**src/rtl/shift_register_capture.sv**
```systemverilog
// ---------------------------------------------------------------------------
// shift_register_capture
//
// Serial-to-parallel frame capture. A one-cycle start strobe opens a frame.
// N data bits then arrive LSB first on SI, each one qualified by shift_en.
// Gaps of any length between bits are allowed. When the Nth bit is sampled,
// the assembled word is loaded into Q and valid pulses for one cycle.
//
// Parameters:
//   N        frame width in bits (N >= 2)
//
// Ports:
//   clk      system clock; all state changes on the rising edge
//   reset    synchronous active-high reset
//   SI       serial data in, LSB first
//   start    one-cycle frame-start strobe; only honoured while idle
//   shift_en bit strobe; SI carries a valid bit in cycles where it is high
//   Q        last completed parallel word (registered)
//   valid    one-cycle pulse marking a new word on Q
//   busy     high while a frame is being captured
// ---------------------------------------------------------------------------
module shift_register_capture #(
  parameter int N = 4
) (
  input  logic         clk,
  input  logic         reset,
  input  logic         SI,
  input  logic         start,
  input  logic         shift_en,
  output logic [N-1:0] Q,
  output logic         valid,
  output logic         busy
);

  localparam int CW = $clog2(N);
  localparam logic [CW-1:0] LAST_CNT = CW'(N - 1);

  typedef enum logic {
    IDLE  = 1'b0,
    SHIFT = 1'b1
  } state_t;

  state_t          state_r;
  logic [CW-1:0]   cnt_r;
  logic [N-1:0]    sr_r;
  logic [N-1:0]    sr_next_s;
  logic            last_bit_s;

  // Right shift: the newest bit enters at the MSB, so after N bits the
  // first-received bit has reached bit 0 (LSB-first framing).
  assign sr_next_s  = {SI, sr_r[N-1:1]};
  assign last_bit_s = (cnt_r == LAST_CNT);

  // Frame FSM with registered Q/valid/busy.
  always_ff @(posedge clk) begin
    if (reset) begin
      state_r <= IDLE;
      cnt_r   <= {CW{1'b0}};
      sr_r    <= {N{1'b0}};
      Q       <= {N{1'b0}};
      valid   <= 1'b0;
      busy    <= 1'b0;
    end else begin
      // valid is a single-cycle pulse unless set again below
      valid <= 1'b0;
      case (state_r)
        IDLE: begin
          // SI and shift_en are ignored on the accepting edge
          if (start) begin
            state_r <= SHIFT;
            cnt_r   <= {CW{1'b0}};
            sr_r    <= {N{1'b0}};
            busy    <= 1'b1;
          end else begin
            busy    <= 1'b0;
          end
        end
        SHIFT: begin
          // start is deliberately ignored here: no restart mid-frame
          if (shift_en) begin
            sr_r <= sr_next_s;
            if (last_bit_s) begin
              Q       <= sr_next_s;
              valid   <= 1'b1;
              state_r <= IDLE;
              busy    <= 1'b0;
              cnt_r   <= {CW{1'b0}};
            end else begin
              cnt_r   <= cnt_r + CW'(1);
            end
          end else begin
            cnt_r <= cnt_r;
          end
        end
        default: begin
          state_r <= IDLE;
          cnt_r   <= {CW{1'b0}};
          busy    <= 1'b0;
        end
      endcase
    end
  end

endmodule

```
**config.mk**
```make
export PLATFORM = sky130hd
export DESIGN_NAME = shift_register_capture
export DESIGN_NICKNAME = d
export VERILOG_FILES = /design/src/rtl/shift_register_capture.sv
export SDC_FILE = /design/constraint.sdc
export NUM_CORES = 1
export LEC_CHECK = 0
export CORE_AREA = 3 3 40 42
export CTS_BUF_LIST = sky130_fd_sc_hd__clkbuf_8
export DETAILED_ROUTE_END_ITERATION = 12
export DIE_AREA = 0 0 43 45
export GPL_TIMING_DRIVEN = 0
export PLACE_DENSITY = 0.62
export RECOVER_POWER = 25
export SYNTH_ARGS = -nofsm -noshare
export SYNTH_HDL_FRONTEND = slang
export SYNTH_SLANG_ARGS = --single-unit
```
**constraint.sdc**
```tcl
create_clock -name clk -period 1.28 [get_ports clk]
set_input_delay 0.256 -clock clk [delete_from_list [all_inputs] [get_ports clk]]
set_output_delay 0.256 -clock clk [all_outputs]
set_load 0.1 [all_outputs]
```
==> summary.txt, run 1 <==
Synthesis
  – Synth Area in Compound Gates: 0.179
  – Syn_nets: 55
  – Post-Synth Adder-Cell Area: 0.0267
  – Yosys warns: 0
  – Post-synthesis sequential area ratio: 0.513
  – Syn Area/Cell: 9.55 sq um
  – Synth area leader: dfxtp_1
  – Yosys reg bits: 12
  – Post-synthesis simple-gate area fraction: 0.206
  – Synthesized area: 468 sq um
  – Cell count after synthesis: 49
  – Top cell type's share of synthesized area: 0.513
  – Cell variety after synth: 14
  – Xor/xnor share of the synthesized area: 0
  – Largest family of logic cells by synthesized area: simple AND/OR/NAND/NOR gates
  – Top post-synthesis cells by area: dfxtp_1 (51%), a32oi_1 (9.4%), a21oi_2 (7.5%), nand2_1 (7.2%), nor2_1 (6.4%)
  – Post-synthesis mux area share: 0.0294

Timing
  – FMAX: 810 MHz
  – Worst slew pin tran: 0.449 ns
  – Setup-failing EPs final: 0
  – RSZ-0062 raised after global routing: false
  – Final Hold Violating Endpoints: 0
  – Hold slack: 0.406 ns
  – Fin. max-slew vios: 0
  – Worst clock skew: 0.00500 ns
  – Minimum clock period: 1.24 ns
  – Final period utilization: 0.965
  – Slew HR: 0.692

Routing
  – 1st-iter DRT viols: 7
  – Vias/cell: 4.94
  – # DRC: 0
  – DR WL/cell: 11.9 microns
  – Final WL: 914 microns
  – Via Count: 380
  – DRT Pass-1 Iters: 4
  – Routed Antenna Nets: 0

CTS
  – CTS Buf Count: 3
  – Clock latency on the worst-skew pair: 0.24 ns
  – CTS Root Cell: clkbuf_8
  – Clock Sinks: 12
  – Clk pin slew, worst setup/hold paths: 0.06 ns
  – Post-CTS setup buffer count: 0
  – CTS tree: yes
  – Max Root-Sink Buffers: 2
  – # hold bufs at CTS: 0
  – Htree depth: 1

Finish
  – Commonest non-fill, non-tap cell in the layout: nand2_1
  – Fin nets: 69
  – Area delta synth->final: 28.1%
  – # fillers: 135
  – Ant. Diodes: 0
  – Share of layout cells above drive strength 1: 0.355
  – Final Util: 0.466
  – Commonest non-fill, non-tap cells in the layout: nand2_1 (9), nor2_1 (8), buf_2 (7), dfxtp_1 (7)
  – Non-Filler Instances: 77

Worst setup path
  – CP max stage delay: 0.42 ns
  – Crit path kind: flip-flop to output port
  – Worst Path Required: 1.02 ns
  – CP bufs+invs: 1
  – Crit path max-delay family: buffers and inverters
  – CP endpoint kind: output port
  – CP Launch Type: flip-flop
  – Worst path arrival time: 0.98 ns
  – Cell breakdown of the critical path: buf_2
  – CP Max Fanout: 2
  – Slowest stage cell, crit path: buf_2

Die
  – Die area: 0.00194 sq mm
  – Chip height: 45 microns
  – Core region area: 0.00128 sq mm
  – Initial cell density of the core: 0.364
  – I/O pin cnt: 11
  – Die Wd: 43 microns
  – Row Count: 13

GRT
  – Largest net degree at the start of global routing: 11
  – GRT Overall Usage: 0.101
  – First-pass GRT wire length: 1370 microns
  – Grt ovf: 0
  – Antenna violations before repair: 0
  – Vias in the first global route: 303

Placed design
  – Placer Congestion: 0.722
  – Placed Instances: 73
  – Detailed Place HPWL: 607 microns
  – PortBufs: 9

Pwr
  – Leakage: 0.000241 uW
  – PD cells: 1450 mW/mm^2
  – VDD IR max: 0.00104 V
  – PnR Total Power: 869 uW

Hold path
  – Worst Hold Class: primary input to flip-flop

Outcome
  – Outcome: finished clean

Job
  – Max-cap violations: 0
kinds of logic (layout without fill, tap and decap cells):
family                   Yosys count  count (layout)
adder cells (fa/ha/maj)            1               1
buffers and inverters              3              16
flip-flops                        12              12
AO/OA/AOI/OAI                     10              10
multiplexers                       1               1
AND/OR/NAND/NOR                   22              22
path summary, 6_finish.rpt:
check,startpoint,to,slack [ns],depth (start not counted)
worst max register to register,cnt_r[0],Q[1],0.14,4
worst min-delay path,shift_en,sr_r[3],0.41,3
worst max-delay path,Q[1],Q[1],0.04,1
worst min register to register,sr_r[1],Q[0],0.46,2
timing repair:
action | in CTS | in global routing
endpoints found under the hold margin | 0 | 0
gates resized for setup | 30 | 0
setup endpoints to repair | 6 | 0
cells in the mapped netlist:
cell type,number
mux2i_2,1
a32oi_1,5
buf_2,2
nand2_1,9
dfxtp_1,12
a21oi_2,4
and3_4,1
a21oi_1,1
nand3_1,2
ha_1,1
nand2b_1,1
nor3_1,1
nor2_1,8
buf_6,1
tightest hold or removal path: cells and delay by family:
family / cells / cell delay, ns
AOI/OAI and AO/OA: 1 / 0.11
buffers and inverters: 1 / 0.17
and+or+nand+nor: 1 / 0.07
flip-flops by register name, summed over array words and instances, names as in the netlist:
name     cells
valid        1
busy         1
Q            4
sr_r         3
cnt_r        2
state_r      1
metrics by stage:
stage | instance area, sq um | setup TNS [ns] | setup slack, ns
after floorplan | 474 | 0 | 0.115
after global placement | 583 | -2.39 | -0.404
after detailed placement | 583 | -2.40 | -0.406
after CTS | 608 | 0 | 0.0349
after global routing | 599 | 0 | 0.0177
final | 599 | 0 | 0.0448
power breakdown:
group | internal [uW] | total [uW] | switching (uW) | leakage [uW]
logic | 25.0 | 68.1 | 43.1 | 0.000113
registers | 382 | 387 | 5.15 | 0.0000998
clock network | 272 | 414 | 142 | 0.0000288
total | 679 | 869 | 191 | 0.000241
cell type report:
cell class	count	area [sq um]	area share
buffer	3	21.3	0.0355
clock buffer	4	55.1	0.0919
multi-input combinational	34	198	0.330
sequential	12	246	0.411
tap	15	18.8	0.0313
timing repair buffer	9	60.1	0.100
layer usage:
metal | track usage | up-vias | share of wire
li1 | - | 196 | -
met1 | 0.132 | 170 | 0.50
met2 | 0.126 | 12 | 0.39
met3 | 0.0757 | 2 | 0.089
met4 | 0.0361 | 0 | 0.012
met5 | 0 | - | 0
Power figures use the tool's default switching activity.
==> run 2, diff against run 1 <==
- clock period: 1.28 -> 1.35 ns (I/O delays scaled with it)
==> summary.txt, run 2 (synthesis results as in run 1) <==
Outcome
  – Outcome: finished clean

GRT
  – Largest net degree at the start of global routing: 11 (unchanged)
  – Antenna violations before repair: 0 (unchanged)
  – GRT Overall Usage: 0.104 (+0.00251)
  – First-pass GRT wire length: 1450 microns (+5.5%)
  – Grt ovf: 0 (unchanged)
  – Vias in the first global route: 339 (+12%)

Pwr
  – Leakage: 0.000236 uW (-2.4%)
  – PD cells: 1370 mW/mm^2 (-5.8%)
  – VDD IR max: 0.000473 V (-54%)
  – PnR Total Power: 813 uW (-6.4%)

Worst setup path
  – Crit path max-delay family: buffers and inverters
  – Worst path arrival time: 0.98 ns (about the same)
  – Worst Path Required: 1.08 ns (+0.06 ns)
  – CP Launch Type: flip-flop
  – CP bufs+invs: 1 (unchanged)
  – Crit path kind: flip-flop to output port
  – Cell breakdown of the critical path: buf_2
  – FF-to-FF path depth: 4 (unchanged)
  – CP Max Fanout: 2 (unchanged)
  – CP Depth: 1 (unchanged)
  – CP endpoint kind: output port
  – R2R setup slack: 0.23 ns (+0.09 ns)
  – Slowest stage cell, crit path: buf_2
  – CP max stage delay: 0.42 ns (about the same)

Hold path
  – Worst Hold Class: primary input to flip-flop
  – WHS Path Cells: 3 (unchanged)

Timing
  – Minimum clock period: 1.25 ns
  – Worst slew pin tran: 0.543 ns (+0.0936 ns)
  – Setup-failing EPs final: 0 (unchanged)
  – Slew HR: 0.638 (-0.0538)
  – Final Hold Violating Endpoints: 0 (unchanged)
  – FMAX: 799 MHz
  – Fin. max-slew vios: 0 (unchanged)
  – Crit path setup slack, layout: 0.0978 ns (+0.0530 ns)
  – Final period utilization: 0.928
  – RSZ-0062 raised after global routing: false
  – Hold slack: 0.428 ns (+0.0224 ns)
  – Worst clock skew: 0.00107 ns (-0.00393 ns)

CTS
  – Htree depth: 1 (unchanged)
  – Clk pin slew, worst setup/hold paths: 0.05 ns (about the same)
  – CTS tree: yes
  – Clock Sinks: 12 (unchanged)
  – CTS Buf Count: 3 (unchanged)
  – Clock latency on the worst-skew pair: 0.23 ns (about the same)
  – Max Root-Sink Buffers: 2 (unchanged)
  – CTS Root Cell: clkbuf_8
  – Post-CTS setup buffer count: 0 (unchanged)

Die
  – Chip height: 45 microns (unchanged)
  – I/O pin cnt: 11 (unchanged)
  – Initial cell density of the core: 0.364 (unchanged)
  – Row Count: 13 (unchanged)
  – Core region area: 0.00128 sq mm (unchanged)
  – Die area: 0.00194 sq mm (unchanged)
  – Die Wd: 43 microns (unchanged)

Routing
  – # DRC: 0 (unchanged)
  – Via Count: 367 (-3.4%)
  – Vias/cell: 4.77 (-3.4%)
  – DR WL/cell: 11.6 microns (-2.2%)
  – DRT Pass-1 Iters: 4 (unchanged)
  – Routed Antenna Nets: 0 (unchanged)
  – 1st-iter DRT viols: 15 (+8)
  – Final WL: 894 microns (-2.2%)

Finish
  – Number of flip-flops in the largest register: 4 (unchanged)
  – Area of the multi-input gates: 201 sq um (+1.9%)
  – Final Util: 0.463 (-0.00292)
  – Ant. Diodes: 0 (unchanged)
  – Most flops, register: Q
  – Biggest regs: Q (4), sr_r (3), cnt_r (2)
  – Fin nets: 69 (unchanged)
  – Commonest non-fill, non-tap cells in the layout: dfxtp_1 (12), nand2_1 (9), nor2_1 (8)
  – Share of layout cells above drive strength 1: 0.274 (-0.0806)
  – Area delta synth->final: 27.3%
  – Reg area: 240 sq um (-2.5%)
  – # fillers: 131 (-3.0%)
  – Commonest non-fill, non-tap cell in the layout: dfxtp_1

Placed design
  – Placer Congestion: 0.705 (-2.4%)
  – PortBufs: 9 (unchanged)
  – Detailed Place HPWL: 617 microns (+1.7%)
  – Pre-CTS WS: -0.361 ns (+0.0450 ns)

Job
  – Max-cap violations: 0 (unchanged)
[run 2: cell count changes in the layout (fill, tap and decap cells not counted)]
cell	delta
dfxtp_1	+5
dfxtp_2	-5
clkbuf_1	+1
clkbuf_2	-1
mux2i_1	-1
mux2i_2	+1
[run 2: repair_timing]
| action | CTS | global route |
|---|---|---|
| hold buffers | 0 | 0 |
| setup endpoints to repair | 6 | 0 |
| resized for setup | 30 | 0 |
[run 2: worst paths after layout]
kind / endpoint / start
hold reg to reg: Q[0] / Q[0]
setup reg to reg: Q[0] / cnt_r[0]
hold / removal: cnt_r[1] / shift_en
setup / recovery: Q[1] / Q[1]
[run 2: final cells by class]
| class | instances | area share |
|---|---|---|
| clock buffer | 4 | 0.0924 |
| sequential | 12 | 0.403 |
| tap | 15 | 0.0315 |
| multi-input combinational | 34 | 0.338 |
| buffer | 3 | 0.0336 |
| timing repair buffer | 9 | 0.101 |
[run 2: per-stage QoR]
| stage | cell area [sq um] | setup TNS (ns) | std cells |
|---|---|---|---|
| global placement | 577 | -2.10 | 73 |
| floorplan | 468 | 0 | 49 |
| global route | 596 | 0 | 77 |
| finish | 596 | 0 | 77 |
| detailed placement | 577 | -2.12 | 73 |
| CTS | 602 | 0 | 77 |
[run 2: power breakdown]
group	total, uW	leakage (uW)	switching [uW]	internal (uW)
sequential	367	0.0000974	5.08	362
clock	380	0.0000288	123	257
combinational	66.2	0.000110	41.5	24.7
[run 2: per-layer routing]
layer,wire [microns],GRT usage,share of wire
met2,330,0.144,0.37
met5,0,0,0
met3,74,0.0518,0.083
met1,483,0.132,0.54
met4,6,0.0542,0.0067
